[src/rtl/fifo_wr_ctrl_if.sv]
// Write-side bundle of the clk2->clk1 FIFO: upstream stream, synchronised read
// pointer, status flags, Gray write pointer and SRAM write port.
interface fifo_wr_ctrl_if #(
  parameter int WIDTH  = 8,
  parameter int ADDR_W = 6
);
  logic              winc;
  logic [WIDTH-1:0]  wdata;
  logic [ADDR_W:0]   rptr_sync;
  logic              wfull;
  logic              walmost_full;
  logic [ADDR_W:0]   wcount;
  logic              woverflow;
  logic [ADDR_W:0]   wptr;
  logic              mem_wen;
  logic [ADDR_W-1:0] mem_waddr;
  logic [WIDTH-1:0]  mem_wdata;

  modport master (
    output winc, wdata, rptr_sync,
    input  wfull, walmost_full, wcount, woverflow, wptr,
    input  mem_wen, mem_waddr, mem_wdata
  );

  modport slave (
    input  winc, wdata, rptr_sync,
    output wfull, walmost_full, wcount, woverflow, wptr,
    output mem_wen, mem_waddr, mem_wdata
  );
endinterface

[src/rtl/fifo_wr_ctrl.sv]
// Write-side controller of the clk2->clk1 async FIFO: owns the write pointer,
// drives the SRAM write port and derives full/almost-full/occupancy/overflow.
module fifo_wr_ctrl #(
  parameter int WIDTH     = 8,
  parameter int WORDS     = 64,
  parameter int ADDR_W    = 6,
  parameter int AF_MARGIN = 4
) (
  input logic           clk,
  input logic           rst_n,
  fifo_wr_ctrl_if.slave bus
);
  localparam int PW = ADDR_W + 1;
  localparam logic [PW-1:0] AF_LEVEL = PW'(WORDS - AF_MARGIN);

  function automatic logic [PW-1:0] bin2gray(input logic [PW-1:0] b);
    return b ^ (b >> 1);
  endfunction

  function automatic logic [PW-1:0] gray2bin(input logic [PW-1:0] g);
    logic [PW-1:0] b;
    b[PW-1] = g[PW-1];
    for (int i = PW - 2; i >= 0; i--) begin
      b[i] = b[i+1] ^ g[i];
    end
    return b;
  endfunction

  logic [PW-1:0] wbin_r;
  logic [PW-1:0] wptr_r;
  logic          wfull_r;
  logic          walmost_full_r;
  logic [PW-1:0] wcount_r;
  logic          woverflow_r;

  logic          accept_s;
  logic [PW-1:0] wbin_next_s;
  logic [PW-1:0] wgray_next_s;
  logic [PW-1:0] rbin_sync_s;
  logic [PW-1:0] count_next_s;
  logic [PW-1:0] rptr_full_s;

  // Next pointer, Gray code, occupancy and the Gray pattern meaning "full"
  always_comb begin
    accept_s     = bus.winc & ~wfull_r;
    wbin_next_s  = wbin_r + {{ADDR_W{1'b0}}, accept_s};
    wgray_next_s = bin2gray(wbin_next_s);
    rbin_sync_s  = gray2bin(bus.rptr_sync);
    count_next_s = wbin_next_s - rbin_sync_s;
    // Full when write pointer is one lap ahead: top two Gray bits inverted
    rptr_full_s  = {~bus.rptr_sync[ADDR_W:ADDR_W-1], bus.rptr_sync[ADDR_W-2:0]};
  end

  // Pointer and status registers
  always_ff @(posedge clk or negedge rst_n) begin
    if (!rst_n) begin
      wbin_r         <= {PW{1'b0}};
      wptr_r         <= {PW{1'b0}};
      wfull_r        <= 1'b0;
      walmost_full_r <= 1'b0;
      wcount_r       <= {PW{1'b0}};
      woverflow_r    <= 1'b0;
    end else begin
      wbin_r         <= wbin_next_s;
      wptr_r         <= wgray_next_s;
      wfull_r        <= (wgray_next_s == rptr_full_s);
      walmost_full_r <= (count_next_s >= AF_LEVEL);
      wcount_r       <= count_next_s;
      woverflow_r    <= woverflow_r | (bus.winc & wfull_r);
    end
  end

  assign bus.mem_wen      = accept_s;
  assign bus.mem_waddr    = wbin_r[ADDR_W-1:0];
  assign bus.mem_wdata    = bus.wdata;
  assign bus.wfull        = wfull_r;
  assign bus.walmost_full = walmost_full_r;
  assign bus.wcount       = wcount_r;
  assign bus.woverflow    = woverflow_r;
  assign bus.wptr         = wptr_r;
endmodule

[src/flat_wrapper.sv]
// flat-port wrapper written by rule: the top's interface ports become plain ports
module fifo_wr_ctrl_flat 
#(
  parameter int WIDTH     = 8,
  parameter int WORDS     = 64,
  parameter int ADDR_W    = 6,
  parameter int AF_MARGIN = 4
)
  (clk, rst_n, bus_winc, bus_wdata, bus_rptr_sync, bus_wfull, bus_walmost_full, bus_wcount, bus_woverflow, bus_wptr, bus_mem_wen, bus_mem_waddr, bus_mem_wdata);
  fifo_wr_ctrl_if #(.WIDTH(WIDTH), .ADDR_W(ADDR_W)) bus_i ();
  input logic clk;
  input logic rst_n;
  input wire logic [$bits(bus_i.winc)-1:0] bus_winc;
  input wire logic [$bits(bus_i.wdata)-1:0] bus_wdata;
  input wire logic [$bits(bus_i.rptr_sync)-1:0] bus_rptr_sync;
  output wire logic [$bits(bus_i.wfull)-1:0] bus_wfull;
  output wire logic [$bits(bus_i.walmost_full)-1:0] bus_walmost_full;
  output wire logic [$bits(bus_i.wcount)-1:0] bus_wcount;
  output wire logic [$bits(bus_i.woverflow)-1:0] bus_woverflow;
  output wire logic [$bits(bus_i.wptr)-1:0] bus_wptr;
  output wire logic [$bits(bus_i.mem_wen)-1:0] bus_mem_wen;
  output wire logic [$bits(bus_i.mem_waddr)-1:0] bus_mem_waddr;
  output wire logic [$bits(bus_i.mem_wdata)-1:0] bus_mem_wdata;
  assign bus_i.winc = bus_winc;
  assign bus_i.wdata = bus_wdata;
  assign bus_i.rptr_sync = bus_rptr_sync;
  assign bus_wfull = bus_i.wfull;
  assign bus_walmost_full = bus_i.walmost_full;
  assign bus_wcount = bus_i.wcount;
  assign bus_woverflow = bus_i.woverflow;
  assign bus_wptr = bus_i.wptr;
  assign bus_mem_wen = bus_i.mem_wen;
  assign bus_mem_waddr = bus_i.mem_waddr;
  assign bus_mem_wdata = bus_i.mem_wdata;
  fifo_wr_ctrl #(.WIDTH(WIDTH), .WORDS(WORDS), .ADDR_W(ADDR_W), .AF_MARGIN(AF_MARGIN)) u_core (.clk(clk), .rst_n(rst_n), .bus(bus_i));
endmodule
[config.mk]
export PLATFORM = sky130hd
export DESIGN_NAME = fifo_wr_ctrl_flat
export DESIGN_NICKNAME = d
export VERILOG_FILES = /design/src/rtl/fifo_wr_ctrl_if.sv /design/src/rtl/fifo_wr_ctrl.sv /design/src/flat_wrapper.sv
export SDC_FILE = /design/constraint.sdc
export NUM_CORES = 1
export LEC_CHECK = 0
export BUFFER_PORTS_ARGS = -buffer_cell sky130_fd_sc_hd__buf_2
export CAP_MARGIN = 5
export CORE_AREA = 2 2 46 79
export CTS_BUF_LIST = sky130_fd_sc_hd__clkbuf_2 sky130_fd_sc_hd__clkbuf_4 sky130_fd_sc_hd__clkbuf_8
export DETAILED_ROUTE_END_ITERATION = 10
export DIE_AREA = 0 0 48 81
export PLACE_DENSITY = 0.75
export SYNTH_ARGS = -nofsm -noshare
export SYNTH_HDL_FRONTEND = slang
export SYNTH_SLANG_ARGS = --single-unit
[constraint.sdc]
create_clock -name clk -period 2.6 [get_ports clk]
set_clock_uncertainty 0.15 [all_clocks]
set_input_delay 0.52 -clock clk [delete_from_list [all_inputs] [get_ports clk]]
set_output_delay 0.52 -clock clk [all_outputs]
set_load 0.02 [all_outputs]
==> results.py <==
metrics = {
    "layout": {
        "antenna-diode-count": 0,
        "nNetsFinal": 215,
        "drive_above_1_share": 0.4973,
        "fillers": 280,
        "area_growth_syn_to_layout_pct": 36.77,
    },
    "timing": {
        "grt_setup_unrepaired": "true",
        "slew_violations": 0,
        "tightest_slew_ns": 0.5288,
        "layout_min_cycle_time_ns": 3.139,
        "setup-tns-final_ns": -2.110,
        "setup_viol": 6,
        "relSlewSlack": 0.6475,
        "period_share": 1.207,
        "hold_ws_ns": 0.06860,
        "fin_ws_ns": -0.5386,
        "max_freq_mhz": 318.6,
        "finalHoldViolations": 0,
    },
    "critical_path": {
        "crit_chain": "buf_6 -> xnor3_2 -> xor2_4 -> xor2_2 -> xor2_2 -> xnor2_1 -> ha_2 -> inv_2 -> fa_2 -> a21o_1 -> a21oi_2 -> o21ai_1 -> xor2_1 -> a41o_1",
        "cp_num_buf_inv": 2,
        "cpPeakStageDelay_ns": 0.44,
        "cp.depth": 14,
        "startpoint": "bus_rptr_sync[4]",
        "reg2reg_depth": 11,
        "path_max_fanout": 2,
        "critical_path_required_ns": 2.61,
        "crit_slowest_cell": "xnor3_2",
        "arrival_ns": 3.15,
        "r2r-start": "u_core.bus.wfull$_DFF_PN0_",
        "cpMostUsedCell": "xor2_2",
        "critPathLaunchType": "primary input",
        "endpoint_kind": "flip-flop",
        "crit_family": "XOR/XNOR gates",
        "path_class": "in -> reg",
    },
    "place": {
        "gp_congestion": 0.9318,
        "portBuffers": 33,
        "hpwl_um": 2638,
    },
    "cts": {
        "ctsHoldBuffers": 0,
        "cts_tree": "yes",
        "numCtsBuffers": 3,
        "clockRootBuffer": "clkbuf_8",
        "cts_sinks": 23,
        "path_clk_slew_ns": 0.09,
        "cts.path.max_buffers": 2,
        "clock_latency_ns": 0.27,
        "h-tree-depth": 1,
    },
    "drt": {
        "ant_nets": 0,
        "wire_per_inst_um": 15.00,
        "vias_per_cell": 4.996,
        "dr.first_iter.drc_count": 3,
        "vias": 1149,
        "drt_pre_antenna_iters": 5,
        "drc": 0,
        "drt_wl_total_um": 3450,
    },
    "logic_synthesis": {
        "ys_seq_elements": 23,
        "yosysTopAreaCell": "dfrtp_1",
        "yosysWarnings": 0,
        "synth-edff-count": 0,
        "yosys.area.top_type_share": 0.3925,
        "syn_inst": 124,
        "seq_area_frac_synth": 0.3925,
        "syn_area_mm2": 0.001466,
        "avgSynthCellArea_um2": 11.83,
        "synth_area_leaders": "dfrtp_1 (39%), ha_1 (8.5%), xor2_1 (7.2%), xnor2_1 (6.0%), buf_4 (4.6%)",
        "synth_top_flop_cell": "dfrtp_1",
        "ys_types": 38,
        "synthArstFlopShare": 1.000,
        "yosys.cell_count.top_type": "dfrtp_1",
        "synth_common_cells": "dfrtp_1 (23), xor2_1 (12), ha_1 (10), xnor2_1 (10), buf_4 (9)",
        "synth_fp_nets": 153,
    },
    "power_and_ir_drop": {
        "ir_worst_vdd_mv": 0.8025,
        "power_density_mw_per_mm2": 1559,
        "p_leak_nw": 1.021,
    },
    "floorplanning": {
        "die_h_um": 81,
        "rows": 28,
        "num_io_pins": 50,
        "die_area_mm2": 0.003888,
        "start_util": 0.4406,
        "fp.dieW_um": 48,
        "core_mm2": 0.003328,
    },
    "global_route": {
        "grt_max_degree": 24,
        "grt_use_met3": 0.04000,
        "use_met2": 0.3493,
        "grt-busiest-layer": "met2",
        "track_usage": 0.1981,
        "first_global_vias": 1213,
        "grtUsageMet1": 0.2051,
        "grt_pass1_wl_um": 5402,
        "antenna_found_initial": 0,
        "grt_overflow": 0,
    },
    "hold_path": {
        "holdCritPathClass": "in -> async",
    },
    "run_status": {
        "status": "finished with violations",
        "violations": "negative setup slack",
    },
    "run": {
        "maxCapViolations": 0,
    },
}
[per-layer routing]
layer  wire length (um)  share of wire
met1               1181           0.34
met2               1960           0.57
met3                158          0.046
met4                148          0.043
met5                  0              0
[worst paths after layout]
path / slack, ns / to
setup / recovery: -0.54 / u_core.bus.walmost_full$_DFF_PN0_
setup reg to reg: -0.01 / u_core.bus.walmost_full$_DFF_PN0_
hold / removal: 0.07 / u_core.bus.woverflow$_DFF_PN0_
hold reg to reg: 0.32 / u_core.bus.woverflow$_DFF_PN0_
max in group asynchronous: 1.88 / u_core.bus.wcount[2]$_DFF_PN0_
min in group clk: 0.32 / u_core.bus.woverflow$_DFF_PN0_
[sequential cells by signal, indices dropped and copies added, names as in the netlist]
signal / flops
u_core.bus.wcount: 7
u_core.wbin_r: 7
u_core.bus.wptr: 6
u_core.bus.walmost_full: 1
u_core.bus.wfull: 1
u_core.bus.woverflow: 1
[power breakdown]
group | internal (mW) | switching (mW)
clock network | 0.108 | 0.121
registers | 0.546 | 0.124
logic | 1.12 | 1.11
[cell families after synthesis]
family	synth area share
mux	0.007679
xor+xnor	0.2457
flops	0.3925
fa+ha+maj	0.09898
compound gates	0.08788
buf+inv	0.07337
simple gates	0.09387
[worst reg2reg max path, cell delays in order, from the launching register on]
cell	delay [ns]
dfrtp_1	0.43
nor2b_4	0.15
ha_1	0.17
nand2_1	0.08
nor2_1	0.18
xor2_1	0.27
ha_1	0.33
inv_1	0.10
o31ai_1	0.08
a21oi_1	0.15
o311ai_2	0.16
a41o_1	0.27
[metrics by stage]
stage / worst slack, ns / instance area [um2] / total power, mW / cells / utilization
floorplan: -0.7580 / 1490 / 1.921 / 124 / -
global placement: -0.8182 / 1882 / 2.674 / 224 / 0.5654
detailed placement: -0.8871 / 1882 / 2.768 / 224 / 0.5654
CTS: -0.5503 / 1982 / 3.106 / 230 / 0.5955
global route: -0.7259 / 2006 / 3.373 / 230 / 0.6026
finish: -0.5386 / 2006 / 3.126 / 230 / 0.6026
[timing repair]
action | CTS | global route
setup buffers | 2 | 0
gates resized for setup | 5 | 3
pin swaps | 5 | 1
cloned | 0 | 0
setup endpoints to repair | 6 | 8
[placed cells by master, fill, tap and decap left out, drive strengths merged, types with 2 or more instances in the layout]
cell / count
a21o: 2
ha: 10
buf: 70
xnor2: 10
a21oi: 7
dfrtp: 23
o21a: 2
clkbuf: 3
nor2b: 3
nor3: 2
xor2: 16
nor2: 2
nand3: 4
and3: 3
xnor3: 4
nand2: 3
inv: 4
[area by class of cell]
cell class	instances	area, um2	share of cell area
multi-input combinational	84	860.8	0.4292
sequential	23	575.6	0.2870
timing repair buffer	70	449.2	0.2240
tap	45	56.30	0.02807
clock buffer	3	41.29	0.02059
inverter	4	15.01	0.007486
clock inverter	1	7.507	0.003743
Power figures use the tool's default switching activity.
